<file path="src/rtl/gfx256_fragment.sv">
// gfx256_fragment: fragment stage behind clip/z-cull.
// Takes one pixel at a time. When texturing is enabled it fetches one texel through
// the wishbone reader (256-bit lines), drops colorkeyed texels, and hands the pixel
// to the blender over a write/ack handshake. It acks upstream once per pixel.
module gfx256_fragment #(
  parameter int point_width = 16
) (
  input  logic                   clk_i,
  input  logic                   rst_i,
  // configuration
  input  logic                   texture_enable_i,
  input  logic [31:0]            tex0_base_i,
  input  logic [point_width-1:0] tex0_size_x_i,
  input  logic [point_width-1:0] tex0_size_y_i,
  input  logic [1:0]             color_depth_i,
  input  logic                   colorkey_enable_i,
  input  logic [31:0]            colorkey_i,
  // pixel from clip stage
  input  logic [point_width-1:0] pixel_x_i,
  input  logic [point_width-1:0] pixel_y_i,
  input  logic [point_width-1:0] pixel_z_i,
  input  logic [point_width-1:0] u_i,
  input  logic [point_width-1:0] v_i,
  input  logic [7:0]             a_i,
  input  logic [31:0]            color_i,
  input  logic                   write_i,
  output logic                   ack_o,
  // texture reader
  output logic [31:0]            texture_addr_o,
  output logic                   texture_request_o,
  input  logic                   texture_ack_i,
  input  logic [255:0]           texture_data_i,
  input  logic                   wbm_busy_i,
  // blender
  output logic [point_width-1:0] pixel_x_o,
  output logic [point_width-1:0] pixel_y_o,
  output logic [point_width-1:0] pixel_z_o,
  output logic [7:0]             a_o,
  output logic [31:0]            color_o,
  output logic                   write_o,
  input  logic                   ack_i
);

  typedef enum logic [2:0] {
    IDLE,
    ADDR1,
    ADDR2,
    TEX_READ,
    WRITE
  } state_t;

  localparam logic [point_width-1:0] one_pw = point_width'(1);

  state_t                 state;
  logic [point_width-1:0] u_r;
  logic [point_width-1:0] v_r;
  logic                   ck_en_r;
  logic [31:0]            ck_r;
  logic [1:0]             depth_r;
  logic [31:0]            offset_r;
  logic [4:0]             byte_off_r;

  logic [point_width-1:0]   size_x_m1;
  logic [point_width-1:0]   size_y_m1;
  logic [point_width-1:0]   u_c;
  logic [point_width-1:0]   v_c;
  logic [2*point_width-1:0] row_prod;
  logic [31:0]              lin_idx;
  logic [31:0]              offset_c;
  logic [287:0]             line_ext;
  logic [31:0]              texel_raw;
  logic [31:0]              texel;
  logic [31:0]              key_masked;
  logic                     keyed;

  // Clamp (u,v) into the texture and turn the texel index into a byte offset.
  always_comb begin
    // NOTE: every signal driven here gets a value on every path, so no latch is inferred.
    size_x_m1 = tex0_size_x_i - one_pw;
    size_y_m1 = tex0_size_y_i - one_pw;
    u_c       = (u_r > size_x_m1) ? size_x_m1 : u_r;
    v_c       = (v_r > size_y_m1) ? size_y_m1 : v_r;
    row_prod  = {{point_width{1'b0}}, v_c} * {{point_width{1'b0}}, tex0_size_x_i};
    lin_idx   = 32'(row_prod) + 32'(u_c);
    case (color_depth_i)
      2'd0:    offset_c = lin_idx;
      2'd1:    offset_c = lin_idx << 1;
      default: offset_c = lin_idx << 2;
    endcase
  end

  // Pick the texel out of the returned line and compare it with the colorkey.
  always_comb begin
    // Zero padding above the line keeps the 32-bit window in range for any byte offset.
    line_ext  = {32'b0, texture_data_i};
    texel_raw = line_ext[{1'b0, byte_off_r, 3'b000} +: 32];
    case (depth_r)
      2'd0: begin
        texel      = {24'b0, texel_raw[7:0]};
        key_masked = {24'b0, ck_r[7:0]};
      end
      2'd1: begin
        texel      = {16'b0, texel_raw[15:0]};
        key_masked = {16'b0, ck_r[15:0]};
      end
      default: begin
        texel      = texel_raw;
        key_masked = ck_r;
      end
    endcase
    keyed = ck_en_r & (texel == key_masked);
  end

  // Pixel sequencing FSM. All outputs are registered.
  always_ff @(posedge clk_i) begin
    // NOTE: state registers use non-blocking assignments, so every read sees the pre-edge value.
    if (!rst_i) begin
      state             <= IDLE;
      ack_o             <= 1'b0;
      write_o           <= 1'b0;
      texture_request_o <= 1'b0;
      texture_addr_o    <= '0;
      pixel_x_o         <= '0;
      pixel_y_o         <= '0;
      pixel_z_o         <= '0;
      a_o               <= '0;
      color_o           <= '0;
      u_r               <= '0;
      v_r               <= '0;
      ck_en_r           <= 1'b0;
      ck_r              <= '0;
      depth_r           <= '0;
      offset_r          <= '0;
      byte_off_r        <= '0;
    end else begin
      ack_o <= 1'b0;
      case (state)
        IDLE: begin
          // The ack_o gate stops the pixel that was just acked from being taken a second time.
          if (write_i && !ack_o) begin
            pixel_x_o <= pixel_x_i;
            pixel_y_o <= pixel_y_i;
            pixel_z_o <= pixel_z_i;
            a_o       <= a_i;
            color_o   <= color_i;
            u_r       <= u_i;
            v_r       <= v_i;
            ck_en_r   <= colorkey_enable_i;
            ck_r      <= colorkey_i;
            if (texture_enable_i && (tex0_size_x_i != '0) && (tex0_size_y_i != '0)) begin
              state <= ADDR1;
            end else begin
              write_o <= 1'b1;
              state   <= WRITE;
            end
          end
        end
        ADDR1: begin
          offset_r <= offset_c;
          depth_r  <= color_depth_i;
          state    <= ADDR2;
        end
        ADDR2: begin
          texture_addr_o <= tex0_base_i + {5'b0, offset_r[31:5]};
          byte_off_r     <= offset_r[4:0];
          state          <= TEX_READ;
        end
        TEX_READ: begin
          if (!texture_request_o) begin
            // A new request may only start while the reader is idle.
            if (!wbm_busy_i) texture_request_o <= 1'b1;
          end else if (texture_ack_i) begin
            texture_request_o <= 1'b0;
            if (keyed) begin
              ack_o <= 1'b1;
              state <= IDLE;
            end else begin
              color_o <= texel;
              write_o <= 1'b1;
              state   <= WRITE;
            end
          end
        end
        WRITE: begin
          if (ack_i) begin
            write_o <= 1'b0;
            ack_o   <= 1'b1;
            state   <= IDLE;
          end
        end
        default: state <= IDLE;
      endcase
    end
  end

endmodule

</file>
<file path="config.mk">
export PLATFORM = sky130hd
export DESIGN_NAME = gfx256_fragment
export DESIGN_NICKNAME = d
export VERILOG_FILES = /design/src/rtl/gfx256_fragment.sv
export SDC_FILE = /design/constraint.sdc
export NUM_CORES = 2
export LEC_CHECK = 0
export ABC_AREA = 1
export BUFFER_PORTS_ARGS = -buffer_cell sky130_fd_sc_hd__buf_2
export CORE_MARGIN = 10
export CORE_UTILIZATION = 58
export DETAILED_ROUTE_END_ITERATION = 8
export PLACE_DENSITY = 0.84
export SYNTH_ARGS = -nofsm -noshare
export SYNTH_HDL_FRONTEND = slang
export SYNTH_SLANG_ARGS = --single-unit
</file>
<file path="constraint.sdc">
create_clock -name clk_i -period 10.69 [get_ports clk_i]
set_clock_uncertainty 0.05 [all_clocks]
set_input_delay 0.5345 -clock clk_i [delete_from_list [all_inputs] [get_ports clk_i]]
set_output_delay 0.5345 -clock clk_i [all_outputs]
set_load 0.03 [all_outputs]
</file>
==> summary.md <==
| Metric | Value |
|---|---|
| Status | `finished, final reports clean` |
| Die Ht | `245 µm` |
| IO Pins | `605` |
| Max stage delay on crit path | `0.53 ns` |
| Final Max Slew Viols | `0` |
| Syn_area_per_cell | `about 6.2 µm²` |
| H-tree depth | `1` |
| Core ar. | `~50000 µm²` |
| Unique masters post-synth | `52` |
| Die area | `60000 µm²` |
| Final HPWL DP | `93900 µm` |
| Mapped Area | `29300 µm²` |
| Starting DRC count in detailed routing | `about 3700` |
| Worst Setup SP | `tex0_size_y_i[0]` |
| Post-synth net total | `5607` |
| Fin crit period | `9.50 ns` |
| Post-CTS setup buffers | `0` |
| Worst-case clock buffer depth | `3` |
| Flops & latches, synth | `230` |
| Worst setup path class | `in2reg` |
| Critical R2R Launch | `v_r[1]` |
| Filler cells | `4847` |
| Slew @ Worst Pin | `around 1.2 ns` |
| Reg area | `4610 µm²` |
| Final Hold Fails | `0` |
| Number of port buffers | `604` |
| Clock sinks | `230` |
| Root Buffer | `clkbuf_16` |
| Max-slew headroom | `0.216` |
| Final setup violating endpoints | `0` |
| Global-route wire length before repair | `180000 µm` |
| Req. time, crit path | `11.11 ns` |
| CTS buffer count | `27` |
| Syn-to-layout area delta | `13.5%` |
| HP Class | `in2reg` |
| Final period util | `0.889` |
| Slowest CP cell | `inv_1` |
| Capturing point of the worst reg2reg path | `offset_r[23]` |
| CP endpoint | `offset_r[23]` |
| CP Capture Type | `flip-flop` |
| Area of the multi-input gates | `21300 µm²` |
| DRT antenna net count | `0` |
| CP top delay family | `adder cells` |
| Die extent in x | `~240 µm` |
| Reg clk slew, reported paths | `0.06 ns` |
| Vias in the first global route | `31600` |
| Share of layout cells above drive strength 1 | `0.142` |
| Critical path depth | `45` |
| Hold-fix buffers at CTS | `0` |
| Avg WL per Cell | `20.3 µm` |
| CTS tree | `done` |
| DRC viols | `0` |
| GRT Overall Usage | `0.380` |
| GRT overflow | `0` |
| Via count | `33800` |
| Reg2Reg Depth | `36` |
| First drt pass iteration count | `7` |
| Placer Congestion | `1.01` |
| CTS resizes | `0` |
| Post-Route WL | `120000 µm` |
| Maxcap violations | `0` |
| Highest Clock Rate | `0.105 GHz` |
| RSZ-0062 raised after global routing | `no` |
| Initial antenna violation count | `40` |
| Starting Density | `0.586` |
| Final nets | `between 6000 and 7000` |
| Setup Total Neg Slack | `0 ns` |
| Row cnt | `82` |
| Post-DR vias/cell | `5.75` |
| Critical Path AT | `9.92 ns` |
| Post-Syn Instances | `between 4000 and 5000` |
| Clock latency on the worst-skew pair | `0.57 ns` |
| Setup crit start kind | `input port` |
| Largest net degree at the start of global routing | `~140` |
| Crit path buf inv count | `10` |
| Flop-to-flop setup slack | `around 2.3 ns` |
| Largest fanout on the critical path | `29` |
| CP most frequent cell | `inv_1` |
| Sequential element share of the synthesized area | `0.157` |
| Syn. warnings | `0` |
-- worst min path at each step --
stage	startpoint	endpoint	slack, ns	depth (start not counted)
finish	v_i[8]	v_r[8]	0.15	3
global route	v_i[4]	v_r[4]	0.16	3
CTS	v_i[4]	v_r[4]	0.14	3
detailed placement	write_o	write_o	0.38	2
global placement	write_o	write_o	0.38	2
floorplan	ck_r[15]	ck_r[15]	0.39	2
-- registers in the layout, summed over array words and instances, names as in the netlist, 16 cells and up --
register	cells
pixel_x_o	16
pixel_z_o	16
v_r	16
offset_r	32
texture_addr_o	32
color_o	32
ck_r	32
u_r	16
pixel_y_o	16
-- metal layers --
metal | share of wire | vias to the layer above | GRT usage
li1 | - | 16000 | -
met1 | 0.35 | 15500 | 0.435
met2 | 0.46 | 1934 | 0.620
met3 | 0.10 | 426 | 0.0816
met4 | 0.082 | 4 | 0.278
met5 | 0.00025 | - | 0
-- layout make-up --
| cell class | instances | share of cell area |
|---|---|---|
| flip-flops and latches | 230 | 0.139 |
| diodes | 40 | 0.00301 |
| inverters | 578 | 0.0655 |
| well taps | 672 | 0.0253 |
| multi-input cells | 3675 | 0.640 |
| repair buffers | 642 | 0.0996 |
| clock inverters | 12 | 0.00692 |
| clock buffers | 35 | 0.0215 |
-- per-stage QoR --
| step | setup slack (ns) | hold WS [ns] | instances | area (µm²) | utilization |
|---|---|---|---|---|---|
| 6_report | 1.19 | 0.154 | 5884 | 33300 | 0.665 |
| 5_1_grt | 0.136 | 0.156 | 5876 | 33300 | 0.664 |
| 4_1_cts | 1.24 | 0.140 | 5844 | 33200 | 0.663 |
| 3_5_place_dp | 0.659 | 0.385 | 5797 | 32200 | 0.644 |
| 3_3_place_gp | 0.747 | 0.385 | 5797 | 32200 | 0.644 |
| 2_1_floorplan | 1.94 | 0.389 | 4747 | 29300 | - |
-- synthesized netlist by cell type (all sizes together) --
library cell  count  share of area
xor2             49          0.015
a22oi            15         0.0038
inv             564          0.072
a221o             1        0.00034
a31oi            19         0.0041
nand3           550          0.094
nand2          1267           0.16
a31o              1        0.00030
clkbuf          133          0.017
a221oi            5         0.0015
and2              3        0.00064
buf             131          0.027
a211oi            5         0.0013
dfxtp           230           0.16
ha              167          0.071
nor3             25         0.0044
nor4              4        0.00085
nor3b             1        0.00026
a21oi           235          0.040
a41oi             7         0.0021
nor2            600          0.078
nand3b            4         0.0010
a41o              1        0.00034
o221ai            9         0.0027
o211ai           15         0.0038
o21bai           29         0.0074
fa              211           0.14
o22ai             6         0.0013
o21a              5         0.0013
o21ai           332          0.057
o31ai             1        0.00026
nand4            28         0.0060
o2111ai           2        0.00060
a21o              6         0.0015
clkinv           14         0.0018
a21boi            7         0.0018
or2              42         0.0090
xnor2            23         0.0069
-- placed cells by master (no fill, tap or decap), types with 33 or more instances in the layout --
master,netlist,routed
diode_2,0,40
nor2_1,589,589
inv_1,559,558
xor2_1,49,49
dfxtp_1,230,227
ha_1,167,167
buf_2,74,603
fa_1,211,211
nand2_1,1265,1264
o21ai_0,299,299
a21oi_1,235,235
o21ai_1,33,33
buf_4,7,38
nand3_1,548,548
-- cell families after synthesis --
family          Yosys count  share of synthesized area
fa+ha+maj               378                      0.215
compound gates          701                      0.131
xor+xnor                 72                     0.0215
buf+inv                 842                      0.118
simple gates           2524                      0.357
flops                   230                      0.157
-- tightest hold or removal path, stage by stage --
cell and delay [ns]:
buf_2 0.07, o21ai_0 0.07, nor2_1 0.07
Power is left out: the tool's default activity adds up to more than one toggle a clock period on the data nets, which glitch-free logic cannot reach.
